### config.mk
export PLATFORM = sky130hd
export DESIGN_NAME = multdiv_unit
export DESIGN_NICKNAME = d
export VERILOG_FILES = /design/src/rtl/multdiv_unit.sv
export SDC_FILE = /design/constraint.sdc
export NUM_CORES = 2
export LEC_CHECK = 0
export CAP_MARGIN = 15
export CORE_ASPECT_RATIO = 0.7
export CORE_MARGIN = 8
export CORE_UTILIZATION = 60
export CTS_BUF_LIST = sky130_fd_sc_hd__clkbuf_2
export DETAILED_ROUTE_END_ITERATION = 12
export PLACE_DENSITY = 0.8
export SLEW_MARGIN = 15
export SYNTH_ARGS = -nofsm -noshare
export SYNTH_HDL_FRONTEND = slang
export SYNTH_SLANG_ARGS = --single-unit
### constraint.sdc
create_clock -name clk -period 28 [get_ports clk]
set_clock_uncertainty 0.15 [all_clocks]
set_input_delay 4.2 -clock clk [delete_from_list [all_inputs] [get_ports clk]]
set_output_delay 4.2 -clock clk [all_outputs]
set_load 0.005 [all_outputs]
### src/rtl/multdiv_unit.sv
// Iterative MIPS multiply/divide unit for the Execute stage.
// The result is held in DONE until the pipeline advances E, or until a flush aborts the operation.
module multdiv_unit #(
  parameter int MUL_STAGES = 1,
  parameter int DIV_ITERS  = 32
) (
  input  logic        clk,
  input  logic        reset,
  input  logic        valid,
  input  logic [1:0]  op,
  input  logic [31:0] a,
  input  logic [31:0] b,
  input  logic        e_advance,
  input  logic        flush,
  output logic        ok,
  output logic [31:0] hi,
  output logic [31:0] lo
);

  typedef enum logic [1:0] {S_IDLE, S_MUL, S_DIV, S_DONE} state_t;

  localparam logic [5:0] MUL_LAST = 6'(MUL_STAGES - 1);
  localparam logic [5:0] DIV_LAST = 6'(DIV_ITERS - 1);

  state_t      state_q, state_d;
  logic [5:0]  cnt_q, cnt_d;
  logic [31:0] a_q, a_d;
  logic [31:0] b_q, b_d;
  logic [31:0] araw_q, araw_d;
  logic [31:0] rem_q, rem_d;
  logic [31:0] hi_q, hi_d;
  logic [31:0] lo_q, lo_d;
  logic        sa_q, sa_d;
  logic        sb_q, sb_d;

  logic        in_sa, in_sb;
  logic [31:0] in_amag, in_bmag;
  logic [63:0] prod_mag, prod;
  logic [32:0] shifted;
  logic        take;
  logic [31:0] rem_next, quo_next, q_fix, r_fix;

  // Operand conditioning and datapath for one multiply result / one division step
  always_comb begin
    in_sa    = ~op[0] & a[31];
    in_sb    = ~op[0] & b[31];
    in_amag  = in_sa ? (32'd0 - a) : a;
    in_bmag  = in_sb ? (32'd0 - b) : b;
    prod_mag = {32'd0, a_q} * {32'd0, b_q};
    prod     = (sa_q ^ sb_q) ? (64'd0 - prod_mag) : prod_mag;
    // a_q doubles as the dividend/quotient shift register during DIV
    shifted  = {rem_q, a_q[31]};
    take     = (shifted >= {1'b0, b_q});
    rem_next = take ? (shifted[31:0] - b_q) : shifted[31:0];
    quo_next = {a_q[30:0], take};
    q_fix    = (sa_q ^ sb_q) ? (32'd0 - quo_next) : quo_next;
    r_fix    = sa_q ? (32'd0 - rem_next) : rem_next;
  end

  // Next-state logic; flush overrides everything and leaves hi/lo untouched
  always_comb begin
    state_d = state_q;
    cnt_d   = cnt_q;
    a_d     = a_q;
    b_d     = b_q;
    araw_d  = araw_q;
    rem_d   = rem_q;
    hi_d    = hi_q;
    lo_d    = lo_q;
    sa_d    = sa_q;
    sb_d    = sb_q;
    case (state_q)
      S_IDLE: begin
        if (valid) begin
          a_d     = in_amag;
          b_d     = in_bmag;
          araw_d  = a;
          sa_d    = in_sa;
          sb_d    = in_sb;
          rem_d   = 32'd0;
          cnt_d   = 6'd0;
          state_d = op[1] ? S_DIV : S_MUL;
        end else begin
          state_d = S_IDLE;
        end
      end
      S_MUL: begin
        cnt_d = cnt_q + 6'd1;
        if (cnt_q == MUL_LAST) begin
          hi_d    = prod[63:32];
          lo_d    = prod[31:0];
          state_d = S_DONE;
        end else begin
          state_d = S_MUL;
        end
      end
      S_DIV: begin
        cnt_d = cnt_q + 6'd1;
        a_d   = quo_next;
        rem_d = rem_next;
        if (cnt_q == DIV_LAST) begin
          if (b_q == 32'd0) begin
            hi_d = araw_q;
            lo_d = 32'hFFFF_FFFF;
          end else begin
            hi_d = r_fix;
            lo_d = q_fix;
          end
          state_d = S_DONE;
        end else begin
          state_d = S_DIV;
        end
      end
      S_DONE: begin
        if (e_advance) begin
          state_d = S_IDLE;
        end else begin
          state_d = S_DONE;
        end
      end
      default: state_d = S_IDLE;
    endcase
    if (flush) begin
      state_d = S_IDLE;
      hi_d    = hi_q;
      lo_d    = lo_q;
    end
  end

  // State and datapath registers
  always_ff @(posedge clk or posedge reset) begin
    if (reset) begin
      state_q <= S_IDLE;
      cnt_q   <= 6'd0;
      a_q     <= 32'd0;
      b_q     <= 32'd0;
      araw_q  <= 32'd0;
      rem_q   <= 32'd0;
      hi_q    <= 32'd0;
      lo_q    <= 32'd0;
      sa_q    <= 1'b0;
      sb_q    <= 1'b0;
    end else begin
      state_q <= state_d;
      cnt_q   <= cnt_d;
      a_q     <= a_d;
      b_q     <= b_d;
      araw_q  <= araw_d;
      rem_q   <= rem_d;
      hi_q    <= hi_d;
      lo_q    <= lo_d;
      sa_q    <= sa_d;
      sb_q    <= sb_d;
    end
  end

  // Ready flag: never a function of e_advance, so the hazard unit sees no loop
  always_comb begin
    if (state_q == S_DONE) begin
      ok = 1'b1;
    end else if (state_q == S_IDLE) begin
      ok = ~valid | flush;
    end else begin
      ok = 1'b0;
    end
  end

  assign hi = hi_q;
  assign lo = lo_q;

endmodule

==> flow_summary_export.csv <==
group,metric,value,unit
run_status,run_status,"complete, no violations",
yosys,yosys-top-cells-area,"fa_1, dfrtp_1, ha_1",
worst_setup_path,worst_setup_path_start_kind,"flip-flop",
place,buffer_ports.inserted,135,
place,placement.setup.worst_slack,17.48,ns
yosys,syn_area,0.0498,mm²
routing,post_drt_via_cell_ratio,6.27,
worst_setup_path,cp_slowest_cell,"dfrtp_1",
yosys,postSynthAreaPerCell,8.46,µm²
yosys,postSynth.asyncResetShare,100,%
global_route,antenna_violations_before_repair,11,
yosys,synth.yosys.seq_area_share,10.2,%
clocking,clockBufferDepth,3,
worst_setup_path,cp.required,28.76,ns
yosys,post-synth-top-area-fraction,36.1,%
clocking,cts_repair_resize_count,0,
final_layout,fin_util,63.6,%
worst_setup_path,timing.critical_path.arrival,11.57,ns
clocking,ctsRootBufferMaster,"clkbuf_2",
place,post-place-cells,6808,
yosys,synth_edf_count,0,
sta,timing.final.setup_violations,0,
sta,grt_setup_unrepaired,"false",
worst_setup_path,worstPathMaxFanout,23,
place,dp_hpwl,134,mm
floorplanning,initial_core_util,60.5,%
worst_setup_path,critical_path.most_common_cell,"fa_1",
routing,final_antenna_net_count,0,
global_route,global_route.usage.total,36.8,%
worst_setup_path,cpPeakStageDelay,0.87,ns
sta,worst_slew_pin_slew,1.28,ns
clocking,cts.clk_slew.worst_paths,0.19,ns
clocking,cts_hold_repair.buffers,0,
yosys,yosys.cell_count.top_type,"inv_1",
sta,setup_tns,0,ns
sta,achievable-frequency,92.5,MHz
hold_path,timing.hold.worst.class,"reg2reg",
yosys,yosys-top-cells-count,"inv_1, fa_1, nand2_1",
worst_setup_path,worstSetupPathType,"reg2reg",
final_layout,layout.filler_cells,6937,
worst_setup_path,path_delay_family,"adder cells",
sta,finalHoldViolCount,0,
sta,finalWorstSetupSlack,17.19,ns
global_route,first_global_vias,43100,
job,max_cap_viol_count,0,
global_route,maximum_number_of_pins_on_one_net_before_global_route_repair,91,
final_layout,multi_input_area,0.0398,mm²
place,finalWeightedCongestion,1.08,
yosys,unique_cell_type_count_in_the_yosys_netlist,91,
yosys,synth.yosys.warnings,0,
yosys,synthCells,5879,
yosys,post_synth_top_flop,"dfrtp_1",
clocking,cts_post_setup_buffers_inserted,0,
routing,remaining_drc_errors,0,
floorplanning,floorplan.rows,88,
clocking,cts_made_buffers,50,
final_layout,drive_above_1_share,4.35,%
sta,fin_crit_sh,38.6,%
clocking,clk_latency,1.05,ns
worst_setup_path,setup.worst_path.end_class,"flip-flop",
final_layout,synthToLayoutAreaGrowth,5.09,%
floorplanning,die_y,257,µm
global_route,grt_pass1_wl,264,mm
clocking,cts_tree,"done",
yosys,netlist.top_cell.by_area,"fa_1",
floorplanning,pin_count,136,
routing,routed_wirelength,172,mm
routing,dr_total_vias,43300,
routing,drt_iter0_markers,5243,
global_route,grt.overflow.total,0,
sta,timing.final.crit_period,10.81,ns
floorplanning,design.die.area,0.0926,mm²
yosys,ys_seq_elements,202,
sta,finalMaxSlewViolations,0,
final_layout,finish.cell_count_without_fillers,6903,
final_layout,nNetsFinal,7056,
sta,rel_slew_slack,14.0,%
floorplanning,die_x,360,µm
clocking,clock_tree.htree_level_count,2,
final_layout,seqCellArea,0.00505,mm²
clocking,cts.sink_count,202,
floorplanning,floorplan.core_area,0.0822,mm²
yosys,synthesis.nets,7154,
worst_setup_path,critical_path_buf_inv_count,3,
routing,drt_first_pass_iters,9,
routing,wl_per_cell,24.9,µm
layer usage:
layer | global-route usage (%) | vias up | part of all wire [%]
met2 | 53.3 | 2864 | 42
met4 | 12.4 | 14 | 4.3
met3 | 12.5 | 510 | 14
met5 | 0 | - | 0.13
li1 | - | 18400 | -
met1 | 51.7 | 21500 | 39
cells by family after synthesis:
family / count (synthesis) / synth area share (%)
xor+xnor: 236 / 4.17
simple gates: 1950 / 19.3
buf+inv: 1311 / 9.93
fa+ha+maj: 1204 / 43.8
flops: 202 / 10.2
mux: 63 / 1.36
compound gates: 913 / 11.3
state kept, by name, indices dropped and copies added (netlist names):
signal,count
cnt_q,6
rem_q,32
sa_q,1
araw_q,32
b_q,32
lo,32
sb_q,1
hi,32
state_q,2
a_q,32
through the flow:
stage          hold WS (ns)  cell area (µm²)
6_report              0.337            52300
5_1_grt               0.365            52300
4_1_cts               0.343            52300
3_3_place_gp          0.303            51800
3_5_place_dp          0.319            51800
2_1_floorplan         0.300            49800
cell type report:
type | count | area share, %
antenna | 6 | 0.0287
clock buffer | 69 | 0.660
clock inverter | 19 | 0.254
inverter | 933 | 6.71
multi-input combinational | 4366 | 76.2
sequential | 202 | 9.67
tap | 1080 | 2.58
timing repair buffer | 228 | 3.91
tightest hold or removal path, delay by kind of cell, from the launching register on:
| kind | cells | cell delay [ns] |
|---|---|---|
| and+or+nand+nor | 1 | 0.05 |
| DFF | 1 | 0.36 |
| AOI/OAI and AO/OA | 1 | 0.06 |
layout by cell type, fill, tap and decap left out, types with 13 or more instances in the layout:
master           synthesis  layout
a211oi_1                28      28
a21o_1                  29      29
a21oi_1                236     236
a31oi_1                 40      40
and2_1                 542     542
and3_1                  21      21
buf_4                    2      92
clkbuf_2                 0      69
clkdlybuf4s50_1          0     135
clkinv_1                 3      15
dfrtp_1                202     202
fa_1                   897     897
ha_1                   307     306
inv_1                  930     929
mux2_2                  35      35
mux2i_1                 27      27
nand2_1                787     785
nand2b_1                18      18
nand3_1                 41      41
nand4_1                 52      52
nor2_1                 279     278
nor2b_1                 17      17
nor3_1                  62      62
nor4_1                  33      32
o211ai_1                26      26
o21ai_0                303     303
o22ai_1                 33      33
o31ai_1                 30      30
o41ai_1                 16      16
or3_1                   25      24
or4_1                   13      13
xnor2_1                135     134
xor2_1                 100      99
final timing paths:
kind	start	end	slack, ns	cells past startpoint
max	a_q[8]	hi[29]	17.19	25
min	b_q[28]	b_q[28]	0.34	2
max reg2reg	a_q[8]	hi[29]	17.19	25
min reg2reg	b_q[28]	b_q[28]	0.34	2
max in group asynchronous	reset	cnt_q[2]	21.96	4
min in group asynchronous	reset	rem_q[18]	3.56	2
Power is left out: the tool's default activity adds up to more than one toggle a clock period on the data nets, which glitch-free logic cannot reach.
